File: config.mk
export PLATFORM = sky130hd
export DESIGN_NAME = strided_read_engine
export DESIGN_NICKNAME = d
export VERILOG_FILES = /design/src/rtl/strided_read_engine.sv
export SDC_FILE = /design/constraint.sdc
export NUM_CORES = 1
export LEC_CHECK = 0
export CAP_MARGIN = 20
export CORE_AREA = 2 2 211 172
export CTS_CLUSTER_DIAMETER = 120
export DETAILED_ROUTE_END_ITERATION = 16
export DIE_AREA = 0 0 213 174
export PLACE_DENSITY_LB_ADDON = 0.25
export SLEW_MARGIN = 20
export SYNTH_ARGS = -nofsm -noshare
export SYNTH_HDL_FRONTEND = slang
export SYNTH_SLANG_ARGS = --single-unit
export TNS_END_PERCENT = 5
File: constraint.sdc
create_clock -name clk -period 8.6 [get_ports clk]
set_input_delay 1.72 -clock clk [delete_from_list [all_inputs] [get_ports clk]]
set_output_delay 1.72 -clock clk [all_outputs]
set_load 0.01 [all_outputs]
File: src/rtl/strided_read_engine.sv
// Cache-line read request generator: linear, strided or repeating address runs,
// bounded by an in-flight read limit, with a two-stage registered issue pipeline.
module strided_read_engine #(
  parameter int         ADDR_W          = 42,
  parameter int         MDATA_W         = 16,
  parameter int         MAX_OUTSTANDING = 64,
  parameter logic [3:0] RUN_TAG         = 4'hA
) (
  input  logic                             clk,
  input  logic                             reset_n,
  input  logic                             start,
  input  logic [ADDR_W-1:0]                base_addr,
  input  logic [31:0]                      num_cls,
  input  logic [15:0]                      stride,
  input  logic [1:0]                       mode,
  input  logic                             abort,
  input  logic                             stall,
  input  logic                             rd_rsp_valid,
  output logic                             rd_valid,
  output logic [ADDR_W-1:0]                rd_addr,
  output logic [MDATA_W-1:0]               rd_mdata,
  output logic                             busy,
  output logic                             run_done,
  output logic [$clog2(MAX_OUTSTANDING):0] outstanding,
  output logic                             rsp_err,
  output logic [1:0]                       dbg_state
);
  localparam int CW    = $clog2(MAX_OUTSTANDING) + 1;
  localparam int IDX_W = MDATA_W - 4;

  localparam logic [1:0] IDLE  = 2'd0;
  localparam logic [1:0] ISSUE = 2'd1;
  localparam logic [1:0] DRAIN = 2'd2;
  localparam logic [1:0] DONE  = 2'd3;

  localparam logic [1:0] M_STRIDED = 2'd1;
  localparam logic [1:0] M_REPEAT  = 2'd2;

  localparam logic [CW:0] MAX_C = (CW+1)'(MAX_OUTSTANDING);

  // rd_valid is a one-cycle request strobe with no ready: the consumer must take it.
  // stall is the only back-pressure and gates the issue decision, two cycles ahead of rd_valid.

  logic [1:0]         state_q, state_d;
  logic [ADDR_W-1:0]  base_q, base_d;
  logic [31:0]        num_q, num_d;
  logic [15:0]        stride_q, stride_d;
  logic [1:0]         mode_q, mode_d;
  logic [ADDR_W-1:0]  addr_q, addr_d;
  logic [31:0]        cnt_q, cnt_d;
  logic [IDX_W-1:0]   idx_q, idx_d;
  logic               s1_v_q, s1_v_d;
  logic [ADDR_W-1:0]  s1_addr_q, s1_addr_d;
  logic [IDX_W-1:0]   s1_idx_q, s1_idx_d;
  logic               rdv_q, rdv_d;
  logic [ADDR_W-1:0]  rda_q, rda_d;
  logic [MDATA_W-1:0] rdm_q, rdm_d;
  logic [CW-1:0]      out_q, out_d;
  logic               err_q, err_d;
  logic               done_q, done_d;

  logic              issue;
  logic              last_in_pass;
  logic [CW:0]       inflight;
  logic [ADDR_W-1:0] addr_inc;

  // Requests still in the pipeline count against the limit before they reach outstanding.
  assign inflight     = {1'b0, out_q} + (CW+1)'(s1_v_q) + (CW+1)'(rdv_q);
  assign last_in_pass = (cnt_q == num_q - 32'd1);
  assign addr_inc     = (mode_q == M_STRIDED) ? ADDR_W'(stride_q) : ADDR_W'(1);

  always_comb begin
    state_d  = state_q;
    base_d   = base_q;
    num_d    = num_q;
    stride_d = stride_q;
    mode_d   = mode_q;
    addr_d   = addr_q;
    cnt_d    = cnt_q;
    idx_d    = idx_q;
    issue    = 1'b0;
    case (state_q)
      IDLE: begin
        if (start) begin
          base_d   = base_addr;
          num_d    = num_cls;
          stride_d = stride;
          mode_d   = mode;
          addr_d   = base_addr;
          cnt_d    = '0;
          idx_d    = '0;
          state_d  = (num_cls == 32'd0) ? DONE : ISSUE;
        end
      end
      ISSUE: begin
        if (abort) begin
          state_d = DRAIN;
        end else if (!stall && (inflight < MAX_C)) begin
          issue = 1'b1;
          idx_d = idx_q + IDX_W'(1);
          if (last_in_pass && (mode_q == M_REPEAT)) begin
            addr_d = base_q;
            cnt_d  = '0;
          end else begin
            addr_d = addr_q + addr_inc;
            cnt_d  = cnt_q + 32'd1;
          end
          if (last_in_pass && (mode_q != M_REPEAT)) state_d = DRAIN;
        end
      end
      DRAIN: begin
        if (!s1_v_q && !rdv_q && (out_q == '0)) state_d = DONE;
      end
      default: state_d = IDLE;
    endcase
  end

  always_comb begin
    s1_v_d    = issue;
    s1_addr_d = issue ? addr_q : s1_addr_q;
    s1_idx_d  = issue ? idx_q : s1_idx_q;
    rdv_d     = s1_v_q;
    rda_d     = s1_v_q ? s1_addr_q : rda_q;
    rdm_d     = s1_v_q ? {RUN_TAG, s1_idx_q} : rdm_q;
    done_d    = (state_q == DONE);
  end

  // A response with nothing in flight is an error; the count saturates at zero.
  always_comb begin
    out_d = out_q;
    err_d = err_q;
    if (start && (state_q == IDLE)) err_d = 1'b0;
    case ({rdv_q, rd_rsp_valid})
      2'b10: out_d = out_q + CW'(1);
      2'b01: begin
        if (out_q == '0) err_d = 1'b1;
        else             out_d = out_q - CW'(1);
      end
      default: ;
    endcase
  end

  always_ff @(posedge clk or negedge reset_n) begin
    if (!reset_n) begin
      state_q   <= IDLE;
      base_q    <= '0;
      num_q     <= '0;
      stride_q  <= '0;
      mode_q    <= '0;
      addr_q    <= '0;
      cnt_q     <= '0;
      idx_q     <= '0;
      s1_v_q    <= 1'b0;
      s1_addr_q <= '0;
      s1_idx_q  <= '0;
      rdv_q     <= 1'b0;
      rda_q     <= '0;
      rdm_q     <= '0;
      out_q     <= '0;
      err_q     <= 1'b0;
      done_q    <= 1'b0;
    end else begin
      state_q   <= state_d;
      base_q    <= base_d;
      num_q     <= num_d;
      stride_q  <= stride_d;
      mode_q    <= mode_d;
      addr_q    <= addr_d;
      cnt_q     <= cnt_d;
      idx_q     <= idx_d;
      s1_v_q    <= s1_v_d;
      s1_addr_q <= s1_addr_d;
      s1_idx_q  <= s1_idx_d;
      rdv_q     <= rdv_d;
      rda_q     <= rda_d;
      rdm_q     <= rdm_d;
      out_q     <= out_d;
      err_q     <= err_d;
      done_q    <= done_d;
    end
  end

  assign rd_valid    = rdv_q;
  assign rd_addr     = rda_q;
  assign rd_mdata    = rdm_q;
  assign busy        = (state_q != IDLE);
  assign run_done    = done_q;
  assign outstanding = out_q;
  assign rsp_err     = err_q;
  assign dbg_state   = state_q;

endmodule

==> flow_metrics.py <==
metrics = {
    "run_status": {
        "outcome": "finished clean",
    },
    "placed_design": {
        "gp_congestion": 0.899,
        "place.port_buffers": 166,
        "dpl.hpwl_mm": 27.2,
    },
    "synth": {
        "syn_inst": 1475,
        "synth-seq-area-share_pct": 48.4,
        "synth_ff_type": "dfrtp_1",
        "yosysWarningCount": 0,
        "synth_area_leaders": "dfrtp_1 (48%), mux2_2 (11%), nand2_1 (4.8%)",
        "synth_top_cell_area_share_pct": 48.4,
        "synthArstFlopShare_pct": 100,
        "ys_types": 81,
        "avgSynthCellArea_um2": 10.5,
        "syn_area_mm2": 0.0155,
        "synth-seq-cells": 300,
        "yosys.area.top_type": "dfrtp_1",
        "synth_edf_count": 0,
    },
    "drt": {
        "first_iter_violations": 862,
        "drc": 0,
        "drt-pass1-iter-count": 6,
        "viasPerCell": 5.57,
        "wl_per_cell_um": 18.5,
        "ant_nets": 0,
        "finalWirelength_mm": 39.1,
        "vias": 11800,
    },
    "setup_path": {
        "crit_family": "simple AND/OR/NAND/NOR gates",
        "path_class": "flop to flop",
        "crit_buf_inv": 0,
        "required_ps": 9070,
        "cpPeakStageDelay_ps": 820,
        "setup.worst_path.end_class": "flop",
        "path_cells": "nor4_2, nand4_2, or4_1, o21ai_2, nand3_1, nor4_4, and2_1, mux2i_1, o32a_1",
        "start_kind": "flop",
        "cp_slowest_cell": "nor4_4",
        "critPathMaxFanout": 10,
        "arrival_ps": 4860,
    },
    "finish": {
        "syn_to_final_growth_pct": 20.6,
        "layout_commonest_cell": "dfrtp_1",
        "fin_nets": 1738,
        "drive_gt1_share_pct": 14.9,
        "final_core_util_pct": 53.3,
        "layout_common_cells": "dfrtp_1 (299), nand2_1 (198), clkdlybuf4s50_1 (165), mux2_2 (154), a21oi_1 (66)",
    },
    "timing": {
        "finalCriticalPeriod_ps": 4390,
        "tns_ps": 0,
        "slew_violations": 0,
        "max_freq_ghz": 0.228,
        "hold_violations": 0,
        "slew_headroom_pct": 29.8,
        "hold-worst-slack_ps": 472,
        "grt_setup_unrepaired": "no",
        "setup_viol": 0,
        "tightest_slew_ps": 1050,
        "period_share_pct": 51.1,
        "finalClockSkew_ps": 14.7,
    },
    "pwr": {
        "p_per_area_mw_per_mm2": 322,
        "p_leak_nw": 8.30,
        "peakVddDrop_uv": 181,
        "p_total_mw": 6.03,
    },
    "grt": {
        "grt_use_met2_pct": 31.1,
        "grt_antenna_before_repair": 2,
        "grt_first_pass_wirelength_mm": 62.9,
        "grt.total_usage_pct": 21.2,
        "use_met3_pct": 3.63,
        "busiest_layer": "met1",
        "grt_pass1_vias": 11600,
        "grt_max_degree": 184,
        "use_met1_pct": 32.1,
        "gr-total-overflow": 0,
    },
    "clocking": {
        "cts_tree": "done",
        "clk_latency_ps": 590,
        "clockBufferDepth": 3,
        "cts_sinks": 300,
        "cts_resized": 0,
        "hold_buffers": 0,
        "cts_root_buf": "clkbuf_16",
        "clk_pin_slew_ps": 60,
        "numCtsBuffers": 31,
        "cts_setup_buffers": 0,
        "h-tree-depth": 1,
    },
    "die": {
        "core_mm2": 0.0351,
        "die-area_mm2": 0.0371,
        "fp.dieH_um": 174,
        "chipWidth_um": 213,
        "initial_core_util_pct": 44.2,
        "io_pins": 169,
        "placementRows": 62,
    },
    "hold_path": {
        "hp-class": "flop to flop",
    },
    "run": {
        "cap_violations": 0,
    },
}
==> area by class of cell <==
| class | count | area (um2) |
|---|---|---|
| fill | 3134 | 16400 |
| clock buffer | 46 | 882 |
| timing repair buffer | 177 | 1800 |
| multi-input combinational | 1071 | 7610 |
| sequential | 300 | 7510 |
| inverter | 27 | 101 |
| tap | 480 | 601 |
| clock inverter | 12 | 208 |
| antenna | 1 | 2.50 |
==> path summary, 6_finish.rpt <==
path | slack [ps] | cells past startpoint | endpoint | from
max | 4210 | 9 | addr_q[26]$_DFFE_PN0P_ | num_q[6]$_DFFE_PN0P_
min reg2reg | 470 | 2 | s1_addr_q[13]$_DFFE_PN0P_ | s1_addr_q[13]$_DFFE_PN0P_
min in group asynchronous | 1220 | 1 | outstanding[1]$_DFFE_PN0P_ | reset_n
min | 470 | 2 | s1_addr_q[13]$_DFFE_PN0P_ | s1_addr_q[13]$_DFFE_PN0P_
max reg2reg | 4210 | 9 | addr_q[26]$_DFFE_PN0P_ | num_q[6]$_DFFE_PN0P_
max in group asynchronous | 5810 | 3 | addr_q[3]$_DFFE_PN0P_ | reset_n
==> cell usage after synthesis, types with 11 or more instances <==
cell and number:
o21ai_0 50, xnor2_1 64, nor2b_1 12, xor2_1 36, o22ai_1 13, nor4_1 14, nor3_1 26, nor2_1 60
dfrtp_1 300, inv_1 27, nand2_1 199, nand3_1 38, nand4_1 16, mux2i_1 31, a22o_1 14, mux2_2 154
and3_1 18, a31oi_1 25, a22oi_1 22, or4_1 11, nand2b_1 18, clkbuf_1 57, ha_1 30, and2_1 22
a21oi_1 67, a21o_1 17
==> power by group <==
group | total (mW) | switching [mW] | internal (mW) | leakage, nW
sequential | 2.41 | 0.485 | 1.92 | 3.81
combinational | 2.19 | 1.08 | 1.12 | 3.97
clock | 1.43 | 0.574 | 0.861 | 0.522
total | 6.03 | 2.13 | 3.90 | 8.30
==> tightest hold or removal path, delay by kind of cell, from the launching register on <==
kind             cells  cell delay, ps
DFF                  1             340
and+or+nand+nor      2             110
==> logic make-up after synthesis <==
family / share of synthesized area (%)
other: 0.0242
buffers and inverters: 2.83
xor gates and xnor gates: 5.64
adders and majority gates: 2.68
muxes: 13.2
DFF: 48.4
AOI/OAI and AO/OA: 11.1
and+or+nand+nor: 16.2
==> state kept, by name (all words and copies together), names as in the netlist, 2 cells and up <==
register,count
addr_q,42
base_q,42
rd_addr,42
s1_addr_q,42
cnt_q,32
num_q,32
stride_q,16
rd_mdata,13
idx_q,12
s1_idx_q,12
outstanding,7
dbg_state,2
mode_q,2
==> per-layer routing <==
metal  vias up  wire length, um  part of all wire (%)
li1       5553                -                     -
met1      5814            19200                    49
met2       343            16600                    43
met3        73             2300                   5.9
met4         2              935                   2.4
met5         -               11                 0.028
==> through the flow <==
stage | std cells | cell area (um2) | setup slack [ps]
2_1_floorplan | 1476 | 15500 | 4880
3_3_place_gp | 2053 | 17600 | 3940
3_5_place_dp | 2054 | 17600 | 3880
4_1_cts | 2112 | 18700 | 4290
5_1_grt | 2113 | 18700 | 4030
6_report | 2114 | 18700 | 4210
Power figures use the tool's default switching activity.
